[config.mk]
export PLATFORM = sky130hd
export DESIGN_NAME = ctrl_cas_sched_flat
export DESIGN_NICKNAME = d
export VERILOG_FILES = /design/src/rtl/ddr_pkg.sv /design/src/rtl/ctrl_cas_sched_if.sv /design/src/rtl/cas_track_fifo.sv /design/src/rtl/ctrl_cas_sched.sv /design/src/flat_wrapper.sv
export SDC_FILE = /design/constraint.sdc
export NUM_CORES = 1
export LEC_CHECK = 0
export ABC_CLOCK_PERIOD_IN_PS = 9840
export BUFFER_PORTS_ARGS = -buffer_cell sky130_fd_sc_hd__buf_4
export CAP_MARGIN = 15
export CORE_MARGIN = 2
export CORE_UTILIZATION = 28
export DETAILED_ROUTE_END_ITERATION = 10
export PLACE_DENSITY = 0.5
export REMOVE_ABC_BUFFERS = 1
export SLEW_MARGIN = 10
export SYNTH_ARGS = -nofsm -noshare
export SYNTH_HDL_FRONTEND = slang
export SYNTH_SLANG_ARGS = --single-unit
export TNS_END_PERCENT = 10
[constraint.sdc]
create_clock -name CK_t -period 9.84 [get_ports CK_t]
set_clock_uncertainty 0.15 [all_clocks]
set_input_delay 0.492 -clock CK_t [delete_from_list [all_inputs] [get_ports CK_t]]
set_output_delay 0.492 -clock CK_t [all_outputs]
set_load 0.02 [all_outputs]
[src/rtl/ddr_pkg.sv]
// Shared DDR4 controller types: request codes, CAS scheduler FSM states
// and the read/write class helper.
package ddr_pkg;

    localparam logic [2:0] RD_R  = 3'd1;
    localparam logic [2:0] RDA_R = 3'd2;
    localparam logic [2:0] WR_R  = 3'd3;
    localparam logic [2:0] WRA_R = 3'd4;

    typedef enum logic [1:0] {
        CAS_IDLE,
        CAS_WAIT,
        CAS_CMD
    } cas_sched_fsm_type;

    function automatic logic is_write_req(input logic [2:0] rw);
        return (rw == WR_R) || (rw == WRA_R);
    endfunction

endpackage

[src/rtl/ctrl_cas_sched_if.sv]
// Request/issue bundle between the ACT stage, the CAS scheduler and the
// command encoder. The scheduler sits on the slave modport.
interface ctrl_cas_sched_if #(
    parameter int BG_W = 2
);
    logic            act_rdy;
    logic            no_act_rdy;
    logic [2:0]      act_rw;
    logic [BG_W-1:0] act_bg;
    logic [4:0]      CL;
    logic [4:0]      CWL;
    logic [4:0]      BL;
    logic [3:0]      tCCD_L;
    logic            cas_rdy;
    logic [2:0]      cas_req;
    logic [BG_W-1:0] cas_bg;
    logic            cas_idle;
    logic            q_full;
    logic            q_overflow;

    modport master (
        output act_rdy, no_act_rdy, act_rw, act_bg, CL, CWL, BL, tCCD_L,
        input  cas_rdy, cas_req, cas_bg, cas_idle, q_full, q_overflow
    );

    modport slave (
        input  act_rdy, no_act_rdy, act_rw, act_bg, CL, CWL, BL, tCCD_L,
        output cas_rdy, cas_req, cas_bg, cas_idle, q_full, q_overflow
    );
endinterface

[src/rtl/cas_track_fifo.sv]
// DEPTH-entry in-order tracking queue; every slot's wait counter ages by one
// per cycle down to 0. Push/pop in one cycle; caller must not push when full.
module cas_track_fifo #(
    parameter int DEPTH = 8,
    parameter int BG_W  = 2,
    parameter int CNT_W = 6
) (
    input  logic             CK_t,
    input  logic             reset_n,
    input  logic             push_vld,
    input  logic [2:0]       push_rw,
    input  logic [BG_W-1:0]  push_bg,
    input  logic [CNT_W-1:0] push_wait,
    input  logic             pop,
    output logic             full,
    output logic             empty,
    output logic [2:0]       head_rw,
    output logic [BG_W-1:0]  head_bg,
    output logic [CNT_W-1:0] head_wait
);
    localparam int PTR_W = $clog2(DEPTH);

    logic [2:0]       rw_q   [DEPTH];
    logic [2:0]       rw_d   [DEPTH];
    logic [BG_W-1:0]  bg_q   [DEPTH];
    logic [BG_W-1:0]  bg_d   [DEPTH];
    logic [CNT_W-1:0] wait_q [DEPTH];
    logic [CNT_W-1:0] wait_d [DEPTH];
    logic [PTR_W-1:0] wr_ptr_q, wr_ptr_d, rd_ptr_q, rd_ptr_d;
    logic [PTR_W:0]   cnt_q, cnt_d;

    always_comb begin
        rw_d     = rw_q;
        bg_d     = bg_q;
        wr_ptr_d = wr_ptr_q;
        rd_ptr_d = rd_ptr_q;
        // Free slots age too; harmless, and keeps the counter logic uniform.
        for (int i = 0; i < DEPTH; i++) begin
            wait_d[i] = (wait_q[i] != '0) ? wait_q[i] - CNT_W'(1) : '0;
        end
        if (push_vld) begin
            rw_d[wr_ptr_q]   = push_rw;
            bg_d[wr_ptr_q]   = push_bg;
            wait_d[wr_ptr_q] = push_wait;
            wr_ptr_d         = wr_ptr_q + PTR_W'(1);
        end
        if (pop) begin
            rd_ptr_d = rd_ptr_q + PTR_W'(1);
        end
        cnt_d = cnt_q + (PTR_W+1)'(push_vld) - (PTR_W+1)'(pop);
    end

    always_ff @(posedge CK_t or negedge reset_n) begin
        if (!reset_n) begin
            for (int i = 0; i < DEPTH; i++) begin
                rw_q[i]   <= '0;
                bg_q[i]   <= '0;
                wait_q[i] <= '0;
            end
            wr_ptr_q <= '0;
            rd_ptr_q <= '0;
            cnt_q    <= '0;
        end else begin
            rw_q     <= rw_d;
            bg_q     <= bg_d;
            wait_q   <= wait_d;
            wr_ptr_q <= wr_ptr_d;
            rd_ptr_q <= rd_ptr_d;
            cnt_q    <= cnt_d;
        end
    end

    assign full      = (cnt_q == (PTR_W+1)'(DEPTH));
    assign empty     = (cnt_q == '0);
    assign head_rw   = rw_q[rd_ptr_q];
    assign head_bg   = bg_q[rd_ptr_q];
    assign head_wait = wait_q[rd_ptr_q];

endmodule

[src/rtl/ctrl_cas_sched.sv]
// Multi-entry CAS scheduler: queues ACT/row-hit notifications, ages tRCD per
// entry and issues one registered CAS strobe per entry in FIFO order under
// tCCD_S/L and read/write turnaround spacing.
module ctrl_cas_sched
    import ddr_pkg::*;
#(
    parameter int DEPTH   = 8,
    parameter int BG_W    = 2,
    parameter int CNT_W   = 6,
    parameter int T_RCD   = 16,
    parameter int T_CCD_S = 4,
    parameter int T_WTR_S = 3,
    parameter int T_WTR_L = 9
) (
    input  logic                CK_t,
    input  logic                reset_n,
    ctrl_cas_sched_if.slave     bus
);
    localparam int SUM_W = CNT_W + 1;
    localparam logic [SUM_W-1:0] GAP_MAX = SUM_W'((1 << CNT_W) - 1);
    localparam logic [CNT_W-1:0] CNT_MAX = '1;

    cas_sched_fsm_type state_q, state_d;
    logic              cas_rdy_q, cas_rdy_d;
    logic [2:0]        cas_req_q, cas_req_d;
    logic [BG_W-1:0]   cas_bg_q, cas_bg_d;
    logic              overflow_q, overflow_d;
    logic              last_wr_q, last_wr_d;
    logic [BG_W-1:0]   last_bg_q, last_bg_d;
    logic [CNT_W-1:0]  gap_cnt_q, gap_cnt_d;

    logic              push_req, push_vld, pop;
    logic              fifo_full, fifo_empty;
    logic [2:0]        head_rw;
    logic [BG_W-1:0]   head_bg;
    logic [CNT_W-1:0]  head_wait, push_wait;
    logic              same_bg, head_wr;
    logic [SUM_W-1:0]  tccd, rd2wr, wr2rd, req_gap, gap_nxt;

    assign push_req  = bus.act_rdy | bus.no_act_rdy;
    // A pop in the same cycle frees the slot the push needs.
    assign push_vld  = push_req & (~fifo_full | pop);
    assign push_wait = bus.act_rdy ? CNT_W'(T_RCD - 1) : '0;

    cas_track_fifo #(.DEPTH(DEPTH), .BG_W(BG_W), .CNT_W(CNT_W)) u_fifo (
        .CK_t      (CK_t),
        .reset_n   (reset_n),
        .push_vld  (push_vld),
        .push_rw   (bus.act_rw),
        .push_bg   (bus.act_bg),
        .push_wait (push_wait),
        .pop       (pop),
        .full      (fifo_full),
        .empty     (fifo_empty),
        .head_rw   (head_rw),
        .head_bg   (head_bg),
        .head_wait (head_wait)
    );

    always_comb begin
        same_bg = (head_bg == last_bg_q);
        head_wr = is_write_req(head_rw);
        tccd    = same_bg ? SUM_W'(bus.tCCD_L) : SUM_W'(T_CCD_S);
        rd2wr   = SUM_W'(bus.CL) + SUM_W'(bus.BL >> 1) + SUM_W'(2);
        rd2wr   = (rd2wr > SUM_W'(bus.CWL)) ? rd2wr - SUM_W'(bus.CWL) : '0;
        wr2rd   = SUM_W'(bus.CWL) + SUM_W'(bus.BL >> 1)
                + (same_bg ? SUM_W'(T_WTR_L) : SUM_W'(T_WTR_S));
        if (head_wr == last_wr_q)  req_gap = tccd;
        else if (head_wr)          req_gap = (rd2wr > tccd) ? rd2wr : tccd;
        else                       req_gap = (wr2rd > tccd) ? wr2rd : tccd;
        // gap_cnt saturates, so a larger requirement could never be met.
        if (req_gap > GAP_MAX) req_gap = GAP_MAX;
        // Issuing on this edge puts the new CAS gap_cnt+1 cycles after the last.
        gap_nxt = {1'b0, gap_cnt_q} + SUM_W'(1);
        pop = (state_q == CAS_WAIT) && !fifo_empty && (head_wait == '0)
              && (gap_nxt >= req_gap);

        state_d    = state_q;
        cas_rdy_d  = pop;
        cas_req_d  = pop ? head_rw : '0;
        cas_bg_d   = pop ? head_bg : '0;
        last_wr_d  = pop ? head_wr : last_wr_q;
        last_bg_d  = pop ? head_bg : last_bg_q;
        gap_cnt_d  = pop ? '0 : ((gap_cnt_q == CNT_MAX) ? gap_cnt_q : gap_cnt_q + CNT_W'(1));
        overflow_d = overflow_q | (push_req & fifo_full & ~pop);
        case (state_q)
            CAS_IDLE: if (!fifo_empty) state_d = CAS_WAIT;
            CAS_WAIT: if (pop)         state_d = CAS_CMD;
            CAS_CMD:  state_d = fifo_empty ? CAS_IDLE : CAS_WAIT;
            default:  state_d = CAS_IDLE;
        endcase
    end

    always_ff @(posedge CK_t or negedge reset_n) begin
        if (!reset_n) begin
            state_q    <= CAS_IDLE;
            cas_rdy_q  <= 1'b0;
            cas_req_q  <= '0;
            cas_bg_q   <= '0;
            overflow_q <= 1'b0;
            last_wr_q  <= 1'b0;
            last_bg_q  <= '0;
            gap_cnt_q  <= CNT_MAX;
        end else begin
            state_q    <= state_d;
            cas_rdy_q  <= cas_rdy_d;
            cas_req_q  <= cas_req_d;
            cas_bg_q   <= cas_bg_d;
            overflow_q <= overflow_d;
            last_wr_q  <= last_wr_d;
            last_bg_q  <= last_bg_d;
            gap_cnt_q  <= gap_cnt_d;
        end
    end

    assign bus.cas_rdy    = cas_rdy_q;
    assign bus.cas_req    = cas_req_q;
    assign bus.cas_bg     = cas_bg_q;
    assign bus.cas_idle   = (state_q == CAS_IDLE) && fifo_empty;
    assign bus.q_full     = fifo_full;
    assign bus.q_overflow = overflow_q;

endmodule

[src/flat_wrapper.sv]
// flat-port wrapper written by rule: the top's interface ports become plain ports
module ctrl_cas_sched_flat import ddr_pkg::*;
#(
    parameter int DEPTH   = 8,
    parameter int BG_W    = 2,
    parameter int CNT_W   = 6,
    parameter int T_RCD   = 16,
    parameter int T_CCD_S = 4,
    parameter int T_WTR_S = 3,
    parameter int T_WTR_L = 9
)
  (CK_t, reset_n, bus_act_rdy, bus_no_act_rdy, bus_act_rw, bus_act_bg, bus_CL, bus_CWL, bus_BL, bus_tCCD_L, bus_cas_rdy, bus_cas_req, bus_cas_bg, bus_cas_idle, bus_q_full, bus_q_overflow);
  ctrl_cas_sched_if #(.BG_W(BG_W)) bus_i ();
  input  logic CK_t;
  input  logic reset_n;
  input wire logic [$bits(bus_i.act_rdy)-1:0] bus_act_rdy;
  input wire logic [$bits(bus_i.no_act_rdy)-1:0] bus_no_act_rdy;
  input wire logic [$bits(bus_i.act_rw)-1:0] bus_act_rw;
  input wire logic [$bits(bus_i.act_bg)-1:0] bus_act_bg;
  input wire logic [$bits(bus_i.CL)-1:0] bus_CL;
  input wire logic [$bits(bus_i.CWL)-1:0] bus_CWL;
  input wire logic [$bits(bus_i.BL)-1:0] bus_BL;
  input wire logic [$bits(bus_i.tCCD_L)-1:0] bus_tCCD_L;
  output wire logic [$bits(bus_i.cas_rdy)-1:0] bus_cas_rdy;
  output wire logic [$bits(bus_i.cas_req)-1:0] bus_cas_req;
  output wire logic [$bits(bus_i.cas_bg)-1:0] bus_cas_bg;
  output wire logic [$bits(bus_i.cas_idle)-1:0] bus_cas_idle;
  output wire logic [$bits(bus_i.q_full)-1:0] bus_q_full;
  output wire logic [$bits(bus_i.q_overflow)-1:0] bus_q_overflow;
  assign bus_i.act_rdy = bus_act_rdy;
  assign bus_i.no_act_rdy = bus_no_act_rdy;
  assign bus_i.act_rw = bus_act_rw;
  assign bus_i.act_bg = bus_act_bg;
  assign bus_i.CL = bus_CL;
  assign bus_i.CWL = bus_CWL;
  assign bus_i.BL = bus_BL;
  assign bus_i.tCCD_L = bus_tCCD_L;
  assign bus_cas_rdy = bus_i.cas_rdy;
  assign bus_cas_req = bus_i.cas_req;
  assign bus_cas_bg = bus_i.cas_bg;
  assign bus_cas_idle = bus_i.cas_idle;
  assign bus_q_full = bus_i.q_full;
  assign bus_q_overflow = bus_i.q_overflow;
  ctrl_cas_sched #(.DEPTH(DEPTH), .BG_W(BG_W), .CNT_W(CNT_W), .T_RCD(T_RCD), .T_CCD_S(T_CCD_S), .T_WTR_S(T_WTR_S), .T_WTR_L(T_WTR_L)) u_core (.CK_t(CK_t), .reset_n(reset_n), .bus(bus_i));
endmodule
==> results.toml <==
[setup_path]
start_kind = "flop"
crit_arrival_ns = 8.47
worst-setup-path-type = "reg -> reg"
worst-endpoint-required_ns = 9.99
ff2ff_setup_slack_ns = 1.52
critical_path.max_fanout = 17
timing.reg2reg.worst_path_depth = 30
critPathSlowestCell = "sky130_fd_sc_hd__dfrtp_1"
worst_path_largest_cell_delay_ns = 0.81
kind_of_end_point_of_the_critical_path = "flop"
timing.rr.start = "u_core.u_fifo.rd_ptr_q[1]"
worst_r2r_endpoint = "u_core.u_fifo.cnt_q[2]"
cp_common_cell = "sky130_fd_sc_hd__ha_1"

[global_route]
total_gr_overflow = 0
grt_usage_pct = 12.3
grt_max_degree = 61
grt_antenna_before_repair = 0
grt_pass1_vias = 5095
wire_length_of_the_first_global_routing_pass_um = 26100

[clock_tree]
worstSkewPairLatency_ns = 0.42
clock_sinks = 116
cts_max_level = 4
cts_resized = 0
tritoncts = "done"
ctsHoldBuffers = 0
buffer_cell_driving_the_clock_tree_root = "sky130_fd_sc_hd__clkbuf_16"
clock_tree.buffer_depth = 2
post-cts-setup-buffers = 0
clock_transition_time_at_the_flip_flop_clock_pins_of_the_worst_setup_and_hold_paths_ns = 0.06
cts_made_buffers = 17

[sta]
finalCritPeriodShare_pct = 84.5
worst_pin_slew_ns = 1.15
setup_repair_after_global_routing_missed_its_margin = "no"
worst_max_slew_margin_expressed_relative_to_the_limit_pct = 22.7
timing.final.ws_setup_ns = 1.52
final-setup-viol-count = 0
hold_ws_ns = -0.0137
final_worst_path_period_need_ns = 8.32
setup_tns_ns = 0
timing_hold_violations_final = 6
slew_violations = 0
achievable-frequency_ghz = 0.120

[logic_synthesis]
syn-cell-area_mm2 = 0.00710
synth_sequential_area_ratio_pct = 41.0
syn_avg_cell_area_um2 = 10.5
ys_ff_latch = 116
synthCells = 674
synth_enable_flop_cells = 0
synth_cell_type_count = 65
synth.yosys.warnings = 0
ys_async_sr_fraction_pct = 100
postSynth.topFlopCell = "sky130_fd_sc_hd__dfrtp_1"

[final_layout]
regArea_mm2 = 0.00291
area_delta_synth_final_pct = 17.3
drive_gt1_share_pct = 20.7
antenna_cells_inserted = 0
filler_instances = 2543
nets = 795
final_cell_area_mm2 = 0.00833
final_core_utilization_pct = 33.3
area_used_by_multi_input_combinational_logic_mm2 = 0.00388

[floorplan]
placeableCoreArea_mm2 = 0.0250
die-width_um = 163
dieArea_mm2 = 0.0266
floorplan.rows = 58
ios = 37
chipHeight_um = 163
floorplan.initialDensity_pct = 28.4

[routing]
routed_wirelength_um = 15400
drt_drc_violations_left = 0
drt_pre_antenna_iters = 4
routed-via-count = 5058
wire_per_inst_um = 14.6
postRouteAntennaNets = 0
drt_first_iter_violations = 290
routed_via_density = 4.79

[place]
dpl_cell_area_mm2 = 0.00768
place_ws_ns = 1.54
placement.io_buffers = 35
gpl.final_weighted_congestion = 0.800
hpwl_um = 10900

[power]
power.density_mw_per_mm2 = 374
total_power_w = 0.00312
cellLeakagePower_nw = 3.59
ir_drop_uv = 153

[run_status]
status = "finished with violations"
violations = "negative hold slack"

[worst_hold_path]
hold_class = "in -> async"

[job]
max_cap_violations = 0
==> power by group <==
| part | switching, W | leakage [nW] | internal, W |
|---|---|---|---|
| clock | 0.000229 | 0.303 | 0.000456 |
| combinational | 0.000781 | 1.88 | 0.000732 |
| sequential | 0.000203 | 1.41 | 0.000717 |
| total | 0.00121 | 3.59 | 0.00191 |
==> metrics by stage <==
stage	hold slack, ns	instances
after floorplan	0.0464	655
after global placement	0.323	1024
after detailed placement	0.315	1024
after CTS	0.0174	1056
after global routing	0.0382	1056
final	-0.0137	1056
==> placed cells by master, fill, tap and decap left out, types with 8 or more instances in the layout <==
master	instances
sky130_fd_sc_hd__nor3_1	32
sky130_fd_sc_hd__nor2_1	53
sky130_fd_sc_hd__buf_4	39
sky130_fd_sc_hd__dfrtp_1	110
sky130_fd_sc_hd__nand2b_1	11
sky130_fd_sc_hd__mux2_2	37
sky130_fd_sc_hd__inv_1	48
sky130_fd_sc_hd__xnor2_1	24
sky130_fd_sc_hd__a21oi_1	36
sky130_fd_sc_hd__nor2b_1	8
sky130_fd_sc_hd__xor2_1	11
sky130_fd_sc_hd__mux4_2	9
sky130_fd_sc_hd__and2_1	8
sky130_fd_sc_hd__nand3_1	14
sky130_fd_sc_hd__ha_1	49
sky130_fd_sc_hd__clkbuf_16	17
sky130_fd_sc_hd__mux2_4	12
sky130_fd_sc_hd__o21ai_0	24
sky130_fd_sc_hd__o31ai_1	21
sky130_fd_sc_hd__nand2_1	26
sky130_fd_sc_hd__nor4_1	11
==> routing by layer <==
metal / vias to the layer above / track usage (%) / share of wire (%)
met5: - / 0 / 0
met3: 12 / 2.69 / 2.3
met2: 62 / 19.6 / 47
met4: 0 / 3.38 / 0.96
met1: 2466 / 16.9 / 50
li1: 2518 / - / -
==> logic make-up (layout without fill, tap and decap cells) <==
group | count (synthesis) | in the layout | synth area share (%)
AOI/OAI and AO/OA | 132 | 132 | 12.7
and+or+nand+nor | 205 | 205 | 15.5
other | 1 | 1 | 0.0528
muxes | 64 | 64 | 12.1
xor gates and xnor gates | 35 | 35 | 4.32
adders and majority gates | 54 | 54 | 10.0
DFF | 116 | 116 | 41.0
buffers and inverters | 67 | 119 | 4.37
==> synthesized netlist by cell type (all sizes together), types with 14 or more instances <==
master	count	area [um2]
o31ai	22	179
dfrtp	110	2750
o21ai	25	125
ha	49	613
buf	16	119
nor3	35	185
inv	48	180
mux2	49	597
nand3	14	70.1
nand2	26	97.6
nor2	53	199
xnor2	24	210
a21oi	36	180
==> area by class of cell <==
cell class / count / share of cell area [%]
Multi-Input combinational cell: 491 / 46.6
Sequential cell: 116 / 34.9
Clock buffer: 20 / 5.36
Tap cell: 330 / 4.96
Timing Repair Buffer: 39 / 3.51
Clock inverter: 12 / 2.43
Inverter: 48 / 2.16
==> critical path, delay by kind of cell, from the launching register on <==
kind / cells / cell delay, ns
simple gates: 4 / 0.97
mux: 2 / 0.98
flops: 1 / 0.81
compound gates: 11 / 2.49
fa+ha+maj: 6 / 1.83
buf+inv: 4 / 0.50
xor+xnor: 3 / 0.48
==> flip-flops by register name, indices dropped and copies added (netlist names), 2 cells and up <==
register                flops
u_core.u_fifo.cnt_q         4
u_core.last_bg_q            2
u_core.u_fifo.rw_q         24
u_core.u_fifo.wait_q       48
u_core.bus.cas_req          3
u_core.u_fifo.rd_ptr_q      3
u_core.u_fifo.bg_q         16
u_core.u_fifo.wr_ptr_q      3
u_core.gap_cnt_q            6
u_core.bus.cas_bg           2
u_core.state_q              2
==> worst max-delay path by stage <==
stage                                    from                      to  slack (ns)  cells after the start
global route        u_core.u_fifo.rd_ptr_q[1]  u_core.u_fifo.cnt_q[2]        0.84                     30
floorplan           u_core.u_fifo.rd_ptr_q[1]  u_core.u_fifo.cnt_q[2]        2.48                     28
finish              u_core.u_fifo.rd_ptr_q[1]  u_core.u_fifo.cnt_q[2]        1.52                     30
CTS                 u_core.u_fifo.rd_ptr_q[1]  u_core.u_fifo.cnt_q[2]        1.52                     30
global placement    u_core.u_fifo.rd_ptr_q[1]  u_core.u_fifo.cnt_q[2]        1.51                     30
detailed placement  u_core.u_fifo.rd_ptr_q[1]  u_core.u_fifo.cnt_q[2]        1.54                     30
No activity file was read; power rests on OpenSTA's default activity.
